### src/rtl/tex_texel_fetch.sv
`timescale 1ns/1ps
// ---------------------------------------------------------------------------
// tex_texel_fetch
// Texel fetch stage of the texture unit. Accepts one per-lane address bundle
// at a time and issues one 32-bit word read per needed texel slot. It collects
// the read responses in any order and extracts each texel by stride. It then
// presents the completed texel quads to the sampler.
//
// Ports
//   clk, reset            clock, asynchronous active-high reset
//   req_*                 address bundle in (valid/ready handshake)
//   mem_req_*             word read requests out (valid/ready handshake)
//   mem_rsp_*             read responses in (always accepted, tag = slot)
//   rsp_*                 texel quad bundle out (valid/ready handshake)
//
// Slot numbering is lane*4+corner, and this slot number is also the memory tag.
// ---------------------------------------------------------------------------
module tex_texel_fetch #(
  parameter int NUM_LANES   = 4,
  parameter int REQ_TAGW    = 1,
  parameter int W_ADDR_BITS = 38,
  parameter int BLEND_FRAC  = 8,
  parameter int SLOTW       = $clog2(NUM_LANES*4)
) (
  input  logic                              clk,
  input  logic                              reset,
  input  logic                              req_valid,
  input  logic [NUM_LANES-1:0]              req_mask,
  input  logic                              req_filter,
  input  logic [1:0]                        req_lgstride,
  input  logic [NUM_LANES*W_ADDR_BITS-1:0]  req_baseaddr,
  input  logic [NUM_LANES*4*32-1:0]         req_addr,
  input  logic [NUM_LANES*2*BLEND_FRAC-1:0] req_blends,
  input  logic [REQ_TAGW-1:0]               req_tag,
  output logic                              req_ready,
  output logic                              mem_req_valid,
  output logic [W_ADDR_BITS-3:0]            mem_req_addr,
  output logic [SLOTW-1:0]                  mem_req_tag,
  input  logic                              mem_req_ready,
  input  logic                              mem_rsp_valid,
  input  logic [31:0]                       mem_rsp_data,
  input  logic [SLOTW-1:0]                  mem_rsp_tag,
  output logic                              rsp_valid,
  output logic [NUM_LANES-1:0]              rsp_mask,
  output logic [NUM_LANES*4*32-1:0]         rsp_texels,
  output logic [NUM_LANES*2*BLEND_FRAC-1:0] rsp_blends,
  output logic [REQ_TAGW-1:0]               rsp_tag,
  input  logic                              rsp_ready
);

  localparam int NSLOTS = NUM_LANES * 4;

  localparam logic [1:0] ST_IDLE  = 2'd0;
  localparam logic [1:0] ST_FETCH = 2'd1;
  localparam logic [1:0] ST_OUT   = 2'd2;

  // State and latched bundle
  logic [1:0]                        r_state;
  logic [NUM_LANES-1:0]              r_mask;
  logic                              r_filter;
  logic [1:0]                        r_lgstride;
  logic [W_ADDR_BITS-1:0]            r_base [NUM_LANES];
  logic [31:0]                       r_addr [NSLOTS];
  logic [NUM_LANES*2*BLEND_FRAC-1:0] r_blends;
  logic [REQ_TAGW-1:0]               r_tag;
  logic [NSLOTS-1:0]                 r_needed;
  logic [NSLOTS-1:0]                 r_issued;
  logic [NSLOTS-1:0]                 r_received;
  logic [31:0]                       r_texel [NSLOTS];

  logic [NSLOTS-1:0]                 w_req_needed;
  logic [NSLOTS-1:0]                 w_pending;
  logic [SLOTW-1:0]                  w_sel;
  logic [W_ADDR_BITS-1:0]            w_sel_full;
  logic                              w_accept;
  logic                              w_issue;
  logic                              w_rsp_hit;
  logic [NSLOTS-1:0]                 w_rsp_set;
  logic [NSLOTS-1:0]                 w_issue_set;
  logic [NSLOTS-1:0]                 w_issued_next;
  logic [NSLOTS-1:0]                 w_received_next;
  logic [1:0]                        w_rsp_off;
  logic [31:0]                       w_rsp_texel;
  logic                              w_unused;

  // Needed slots: active lanes, all four corners only for bilinear.
  genvar gi, gc;
  generate
    for (gi = 0; gi < NUM_LANES; gi++) begin : g_lane
      for (gc = 0; gc < 4; gc++) begin : g_corner
        if (gc == 0) begin : g_c0
          assign w_req_needed[gi*4+gc] = req_mask[gi];
        end else begin : g_cn
          assign w_req_needed[gi*4+gc] = req_mask[gi] & req_filter;
        end
        // Point filter replicates corner 0; inactive lanes read zero.
        assign rsp_texels[(gi*4+gc)*32 +: 32] =
          !r_mask[gi] ? 32'd0 :
          (r_filter ? r_texel[gi*4+gc] : r_texel[gi*4]);
      end
    end
  endgenerate

  assign w_accept  = (r_state == ST_IDLE) && req_valid;
  assign w_pending = r_needed & ~r_issued;

  // Lowest needed-but-not-issued slot. It stays put while the memory stalls,
  // which keeps the request fields stable.
  always_comb begin
    w_sel = '0;
    for (int s = NSLOTS - 1; s >= 0; s--) begin
      if (w_pending[s]) w_sel = SLOTW'(s);
    end
  end

  // Full byte address wraps modulo 2^W_ADDR_BITS.
  assign w_sel_full    = r_base[w_sel[SLOTW-1:2]] + W_ADDR_BITS'(r_addr[w_sel]);
  assign w_unused      = ^w_sel_full[1:0];

  assign mem_req_valid = (r_state == ST_FETCH) && (|w_pending);
  assign mem_req_addr  = w_sel_full[W_ADDR_BITS-1:2];
  assign mem_req_tag   = w_sel;
  assign w_issue       = mem_req_valid && mem_req_ready;
  assign w_issue_set   = w_issue ? (NSLOTS'(1) << w_sel) : '0;

  // Only a response for an issued and still-outstanding slot is accepted.
  // Stray responses (for example, after a reset) fall through harmlessly.
  assign w_rsp_hit = mem_rsp_valid && r_issued[mem_rsp_tag] && !r_received[mem_rsp_tag];
  assign w_rsp_set = w_rsp_hit ? (NSLOTS'(1) << mem_rsp_tag) : '0;

  assign w_issued_next   = w_accept ? '0 : (r_issued | w_issue_set);
  assign w_received_next = w_accept ? '0 : (r_received | w_rsp_set);

  // Only the low two address bits matter for the in-word byte offset.
  assign w_rsp_off = r_base[mem_rsp_tag[SLOTW-1:2]][1:0] + r_addr[mem_rsp_tag][1:0];

  always_comb begin
    w_rsp_texel = mem_rsp_data;
    case (r_lgstride)
      2'd0:    w_rsp_texel = {24'd0, mem_rsp_data[{w_rsp_off, 3'b000} +: 8]};
      2'd1:    w_rsp_texel = {16'd0, mem_rsp_data[{w_rsp_off[1], 4'b0000} +: 16]};
      default: w_rsp_texel = mem_rsp_data;   // stride 2, and 3 treated as 2
    endcase
  end

  always_ff @(posedge clk or posedge reset) begin
    if (reset) begin
      r_state    <= ST_IDLE;
      r_mask     <= '0;
      r_filter   <= 1'b0;
      r_lgstride <= 2'd0;
      r_blends   <= '0;
      r_tag      <= '0;
      r_needed   <= '0;
      r_issued   <= '0;
      r_received <= '0;
      for (int l = 0; l < NUM_LANES; l++) r_base[l] <= '0;
      for (int s = 0; s < NSLOTS; s++) begin
        r_addr[s]  <= '0;
        r_texel[s] <= '0;
      end
    end else begin
      r_issued   <= w_issued_next;
      r_received <= w_received_next;
      if (w_rsp_hit) r_texel[mem_rsp_tag] <= w_rsp_texel;

      case (r_state)
        ST_IDLE: begin
          if (req_valid) begin
            r_mask     <= req_mask;
            r_filter   <= req_filter;
            r_lgstride <= req_lgstride;
            r_blends   <= req_blends;
            r_tag      <= req_tag;
            r_needed   <= w_req_needed;
            for (int l = 0; l < NUM_LANES; l++)
              r_base[l] <= req_baseaddr[l*W_ADDR_BITS +: W_ADDR_BITS];
            for (int s = 0; s < NSLOTS; s++)
              r_addr[s] <= req_addr[s*32 +: 32];
            r_state <= (w_req_needed == '0) ? ST_OUT : ST_FETCH;
          end
        end
        ST_FETCH: begin
          // Counting this cycle's receipt lets the last response lead
          // directly into OUT on the following cycle.
          if (w_received_next == r_needed) r_state <= ST_OUT;
        end
        ST_OUT: begin
          if (rsp_ready) r_state <= ST_IDLE;
        end
        default: r_state <= ST_IDLE;
      endcase
    end
  end

  assign req_ready  = (r_state == ST_IDLE);
  assign rsp_valid  = (r_state == ST_OUT);
  assign rsp_mask   = r_mask;
  assign rsp_blends = r_blends;
  assign rsp_tag    = r_tag;

endmodule
### config.mk
export PLATFORM = sky130hd
export DESIGN_NAME = tex_texel_fetch
export DESIGN_NICKNAME = d
export VERILOG_FILES = /design/src/rtl/tex_texel_fetch.sv
export SDC_FILE = /design/constraint.sdc
export NUM_CORES = 2
export LEC_CHECK = 0
export ABC_AREA = 1
export BUFFER_PORTS_ARGS = -buffer_cell sky130_fd_sc_hd__buf_2
export CORE_AREA = 2 2 554 556
export DETAILED_ROUTE_END_ITERATION = 7
export DIE_AREA = 0 0 556 558
export PLACE_DENSITY = 0.36
export SLEW_MARGIN = 15
export SYNTH_ARGS = -nofsm -noshare
export SYNTH_HDL_FRONTEND = slang
export SYNTH_SLANG_ARGS = --single-unit
### constraint.sdc
create_clock -name clk -period 52.8 [get_ports clk]
set_input_delay 2.64 -clock clk [delete_from_list [all_inputs] [get_ports clk]]
set_output_delay 2.64 -clock clk [all_outputs]
set_load 0.02 [all_outputs]
Word level (Yosys, flattened, before mapping) --
Cells that the tools add are included.
Cells by class: add/sub/neg operators 2, $lt $le $gt $ge 6, eq/ne operators 7, shift operators 4, mux-type cells 73, bitwise operators 12, reduce and logical (&&, ||, !) cells 13
Operators by type and width (count):
- 32-bit 2-to-1 mux | 31
- 512-bit bitwise mux | 1
- 32-bit binary-select mux with 4-bit select | 2
- 38-bit binary-select mux with 2-bit select | 2
- 32-bit demux with 4-bit select | 1
- 38-bit 2-to-1 mux | 2
- 16-bit 2-to-1 mux | 4
- 4-bit 2-to-1 mux | 16
- 32-bit case mux with 2 select lines | 1
- 38-bit by 32-bit adder with 38-bit output | 1
- 16-bit bitwise OR | 2
- 32-bit by 6-bit variable part select with 16-bit output | 1
- 32-bit by 6-bit variable part select with 8-bit output | 1
- 1-bit by 4-bit << shifter with 16-bit output (first input constant) | 2
- 16-bit AND | 1
- 16-bit == test | 1
- 16-bit logical NOT | 1
- 2-bit 2-to-1 mux | 8
- 16-bit NOT | 1
- 16-bit OR reduction | 1
- 5-bit greater-or-equal comparator (second input constant) | 2
- 4-bit NOT with 5-bit output | 2
- 1-bit binary-select mux with 4-bit select | 2
- 3-bit greater-or-equal comparator (second input constant) | 2
- 16 further kinds | 29
Word-level totals: bits in registers 1296

Logic depth before layout (Yosys ltp) --
depth after elaboration 23, mapped depth 42, mapped depth without buffers 40

Worst setup path before layout --
Ideal clock, no wire load.
kind register -> output, start point register r_needed[12], end point output mem_req_addr[34], data arrival time 4.728 ns, setup slack 45.432 ns, cell stages (with the launch flop) 40, buffers on the path 4, path through dfrtp_1 > buf_4 > nand2_1 > nand2_1 > nand2_1 > nand2_1 > nand2_1 > nand2_1 > nand2_1 > nand2_1 > nand2_1 > nand2_1 > nand2_1 > nand2_1 > nand2_1 > nand2_1 > buf_2 > inv_1 > (+4 left out) > o22ai_1 > o311ai_0 > nand2_1 > ha_1 > nand2_1 > nor2_1 > inv_1 > nor2_1 > inv_1 > a21oi_1 > a2111oi_0 > o21ai_1 > nand2_1 > nand3_1 > nand2_1 > nor2_1 > nand2_1 > xnor2_1
On the way: word-level cells in the longest chain between the ends 19
Ends and longest elaborated chain:
- start: declaration | line 66 | logic [NSLOTS-1:0] r_needed;
- start signal: assignment | line 175 | r_needed <= w_req_needed;
- 16-bit AND | line 105 | assign w_pending = r_needed & ~r_issued;
- 4-bit 2-to-1 mux (13 in series) | line 112 | if (w_pending[s]) w_sel = SLOTW'(s);
- via mem_req_tag[0] | line 38 | output logic [SLOTW-1:0] mem_req_tag,
- 4-bit NOT with 5-bit output (implied by the code) | line 117 | assign w_sel_full = r_base[w_sel[SLOTW-1:2]] + W_ADDR_BITS'(r_addr[w_sel]);
- 32-bit binary-select mux with 4-bit select | line 117
- 32-bit 2-to-1 mux (implied by the code) (2 in series) | line 117
- 38-bit by 32-bit adder with 38-bit output | line 117
- end: declaration | line 37 | output logic [W_ADDR_BITS-3:0] mem_req_addr,
The timed path passes the listed nets, and every way through them passes these cells. The select of a mux whose other input is x is not followed.

Worst setup path after layout --
start point register r_needed[12], end point output mem_req_addr[34]
On the way: word-level cells in the longest chain between the ends 19
Ends and longest elaborated chain (line):
- 16-bit AND (*) | 105
- 4-bit 2-to-1 mux (*) (13 in series) | 112
- 4-bit NOT with 5-bit output (implied by the code) or 2-bit NOT with 3-bit output (tied branches) | 117
- 32-bit binary-select mux with 4-bit select or 38-bit binary-select mux with 2-bit select (tied branches) | 117
- 32-bit 2-to-1 mux (implied by the code) or 38-bit 2-to-1 mux (tied branches) (2 in series) | 117
- 38-bit by 32-bit adder with 38-bit output (*) | 117
Every way passes the cells marked *; elsewhere a longest branch is shown, timed or not. The select of a mux whose other input is x is not followed.

==> results_tabular.tex <==
\begin{tabular}{lr}
\hline
Metric & Value \\
\hline
\multicolumn{2}{l}{\textbf{Setup path}} \\
\quad End of the critical path & mem\_req\_addr[34] \\
\quad Startpoint of the worst register-to-register path & r\_received[0] \\
\quad Worst path most repeated cell & sky130\_fd\_sc\_hd\_\_nand2\_1 \\
\quad Nature of the critical path endpoint & output port \\
\quad Required time reported for the critical path endpoint & 50.16 ns \\
\quad Slowest stage cell on the critical path & sky130\_fd\_sc\_hd\_\_o311ai\_0 \\
\quad Max Fanout on Critical Path & 39 \\
\quad R2R Path End & r\_state[1] \\
\quad Source of the critical timing path & r\_needed[12] \\
\quad Critical Path Max Stage Delay & 0.84 ns \\
\quad Register-to-register setup slack & 48.22 ns \\
\quad Worst Reg2Reg Path Length in Cells & 16 \\
\quad Arrival time of data at the critical path endpoint & 8.78 ns \\
\quad Type of the worst setup path & reg2out \\
\quad Type of element launching the critical path & flip-flop \\
\multicolumn{2}{l}{\textbf{Placement}} \\
\quad IO buf count & 1401 \\
\quad Final weighted congestion in routability-driven placement & 0.901 \\
\quad Final HPWL from detailed placement & 276000 µm \\
\quad Area of placed instances & 72000 µm² \\
\multicolumn{2}{l}{\textbf{Logic synthesis}} \\
\quad Main area contributors after synthesis & sky130\_fd\_sc\_hd\_\_dfrtp\_1, sky130\_fd\_sc\_hd\_\_nand2\_1, sky130\_fd\_sc\_hd\_\_o21ai\_0, sky130\_fd\_sc\_hd\_\_a21oi\_1, sky130\_fd\_sc\_hd\_\_inv\_1 \\
\quad EDFF count, synth & 0 \\
\quad Number of instances in the synthesized netlist & 7997 \\
\quad Synth cell count leaders & sky130\_fd\_sc\_hd\_\_nand2\_1, sky130\_fd\_sc\_hd\_\_dfrtp\_1, sky130\_fd\_sc\_hd\_\_o21ai\_0 \\
\quad Count of state elements after synthesis & 1286 \\
\quad Share of the synthesized area in the top cell type & 0.528 \\
\quad Unique masters post-synth & 56 \\
\quad Number of nets in the synthesized netlist & 8807 \\
\quad Async S/R FF share, synth & 1.00 \\
\quad Post-Synthesis Cell Area & 60900 µm² \\
\quad Cell accounting for the most synthesized area & sky130\_fd\_sc\_hd\_\_dfrtp\_1 \\
\quad Primary flip-flop cell chosen by synthesis mapping & sky130\_fd\_sc\_hd\_\_dfrtp\_1 \\
\quad Leading cell type by number of instances after synthesis & sky130\_fd\_sc\_hd\_\_nand2\_1 \\
\quad Synthesized area divided by synthesized cell count & 7.62 µm² \\
\quad Register area share after synthesis & 0.528 \\
\quad Synthesis Warnings & 0 \\
\multicolumn{2}{l}{\textbf{Run}} \\
\quad Number of max-capacitance violations reported & 0 \\
\multicolumn{2}{l}{\textbf{Clock network}} \\
\quad Clock transition at the registers of the reported paths & 0.06 ns \\
\quad Number of setup buffers added after CTS & 0 \\
\quad CTS tree & done \\
\quad Total CTS buffers & 169 \\
\quad Resized Gates After CTS & 0 \\
\quad Insertion delay of the later-clocked pin in the worst-skew pair & 0.87 ns \\
\quad Clock tree root driver cell & sky130\_fd\_sc\_hd\_\_clkbuf\_16 \\
\quad Clock net sink count & 1286 \\
\quad Level count of the clock H-tree & 4 \\
\quad Maximum clock path buffer count & 4 \\
\quad Hold buffer count at CTS & 0 \\
\multicolumn{2}{l}{\textbf{Detailed routing}} \\
\quad Drt first-iter violations & 4845 \\
\quad Post-detailed-route via-to-cell ratio & 4.55 \\
\quad DRT antenna net count & 0 \\
\quad First-pass detailed-route iteration total & 6 \\
\quad DR vias & 60500 \\
\quad Remaining design rule violation count & 0 \\
\quad Wirelength, routed & 360000 µm \\
\quad Wire per inst & 27.1 µm \\
\multicolumn{2}{l}{\textbf{Finish}} \\
\quad \# nets final & 9958 \\
\quad Area added between synthesis and finish & 27.6\% \\
\quad Total non-filler cell area in the finished layout & 77700 µm² \\
\quad Number of fill cells in the layout & 34200 \\
\quad Fraction of final layout cells with drive strength greater than 1 & 0.200 \\
\multicolumn{2}{l}{\textbf{Global routing}} \\
\quad Largest net degree at the start of global routing & 175 \\
\quad Via count of the first global-routing pass & 61000 \\
\quad Global Route Usage Sum & 0.226 \\
\quad Wire length of the first global-routing pass & 496000 µm \\
\quad Residual overflow from global routing & 0 \\
\quad Initial antenna violation count & 59 \\
\multicolumn{2}{l}{\textbf{Timing}} \\
\quad Setup violators final & 0 \\
\quad Final critical-path share of the clock period & 0.216 \\
\quad Hold Worst Slack & 0.466 ns \\
\quad Clock skew & 0.0892 ns \\
\quad Maximum operating frequency & 87.6 MHz \\
\quad Sum of negative setup slack & 0 ns \\
\quad Final Max Slew Viols & 0 \\
\quad Crit path time final & 11.42 ns \\
\quad Number of hold-slack violations in the final timing report & 0 \\
\quad Actual slew at the worst max-slew pin & 1.16 ns \\
\quad RSZ-0062 raised after global routing & no \\
\quad Slew HR & 0.223 \\
\multicolumn{2}{l}{\textbf{Power and ir drop}} \\
\quad Net switching fraction of the power & 0.569 \\
\quad Power Internal & 3.01 mW \\
\quad Peak supply drop & 0.124 mV \\
\quad Switching pwr & 3.97 mW \\
\quad Standby leakage power & 40.2 nW \\
\quad Overall power & 6.98 mW \\
\quad Combinational cell fraction of total power & 0.608 \\
\quad Power density of the placed cells & 89.8 nW/µm² \\
\quad Clock share of power & 0.172 \\
\quad Sequential share of power & 0.220 \\
\multicolumn{2}{l}{\textbf{Floorplanning}} \\
\quad Chip height & 558 µm \\
\quad Number of rows created at floorplan & 203 \\
\quad Core region area & 305000 µm² \\
\quad Count of boundary I/O pins & 1402 \\
\quad Die extent in x & 556 µm \\
\quad Total Die Area & 310000 µm² \\
\quad Initial standard-cell utilization of the core & 0.200 \\
\multicolumn{2}{l}{\textbf{Outcome}} \\
\quad Run status & finished, final reports clean \\
\multicolumn{2}{l}{\textbf{Worst hold path}} \\
\quad Class of the tightest hold or removal check & reg2reg \\
\hline
\end{tabular}
[state kept, by name (all words and copies together), names as in the netlist]
| name | cells |
|---|---|
| r_addr | 512 |
| r_base | 152 |
| r_filter | 1 |
| r_issued | 16 |
| r_lgstride | 2 |
| r_needed | 5 |
| r_received | 16 |
| r_state | 2 |
| r_texel | 512 |
| rsp_blends | 64 |
| rsp_mask | 3 |
| rsp_tag | 1 |
[per-layer routing]
layer	wire, µm	part of all wire	vias up	track usage
met3	21000	0.058	442	0.0376
li1	-	-	27800	-
met5	142	0.00039	-	0
met1	148000	0.41	29900	0.280
met2	176000	0.49	2323	0.390
met4	15100	0.042	22	0.0850
[how the worst min path moves through the flow]
stage,to,slack [ns],cells after the start,start
finish,rsp_blends[7],0.47,2,rsp_blends[7]
global route,r_base[118],0.49,2,r_base[118]
CTS,r_base[61],0.47,2,r_base[61]
detailed placement,rsp_blends[7],0.45,2,rsp_blends[7]
global placement,r_base[122],0.45,2,r_base[122]
floorplan,r_base[109],0.43,2,r_base[109]
[logic make-up after synthesis]
logic type               synth area share
AND/OR/NAND/NOR                     0.254
AO/OA/AOI/OAI                       0.139
flip-flops                          0.528
buffers and inverters              0.0672
XOR/XNOR                          0.00489
adder cells (fa/ha/maj)           0.00657
multiplexers                     0.000493
[power groups by stage]
| stage | sequential, mW | combinational, mW | clock [mW] |
|---|---|---|---|
| floorplan | 1.50 | 2.16 | 0 |
| global placement | 1.55 | 4.37 | 0 |
| detailed placement | 1.55 | 4.36 | 0 |
| CTS | 1.54 | 4.38 | 1.24 |
| global route | 1.57 | 4.60 | 1.28 |
| finish | 1.54 | 4.24 | 1.20 |
[critical path, delay by kind of cell (launching register included)]
kind            cells  cell delay, ns
fa+ha+maj           1            0.50
flops               1            0.34
compound gates      5            1.46
xor+xnor            1            0.15
simple gates       24            3.32
buf+inv             7            2.08
[cells in the final DEF (no fill, tap or decap), drive strengths merged, types with 2 or more instances in the layout]
master       n
nand2     3746
buf       1508
dfrtp     1286
o21ai      688
inv        546
a21oi      496
clkbuf     247
o22ai      194
nor2       168
nand3       53
a221oi      51
nand4       34
clkinv      33
ha          32
o211ai      31
o311ai      30
xor2        25
nor3        23
diode       18
bufinv      13
xnor2        9
nor4         9
a31oi        8
a22oi        8
o221ai       5
or2          5
o31ai        3
o2111ai      3
mux2i        3
o21bai       3
a311oi       2
a32oi        2
o21a         2
o211a        2
clkinvlp     2
[through the flow]
step,worst slack (ns),cells,utilization
after floorplan,13.92,7997,-
after global placement,42.00,13000,0.236
after detailed placement,42.03,13000,0.236
after CTS,41.08,13300,0.255
after global routing,40.69,13300,0.255
final,41.38,13300,0.255
[layout make-up]
class                   count  area (µm²)  area share
clock buffers             247        4990      0.0642
well taps                3997        5000      0.0643
inverters                 541        2060      0.0265
repair buffers           1508        7870       0.101
flip-flops and latches   1286       32200       0.414
multi-input cells        5642       24900       0.320
diodes                     18        45.0    0.000579
clock inverters            53         693     0.00892
No activity file was read; power rests on OpenSTA's default activity.
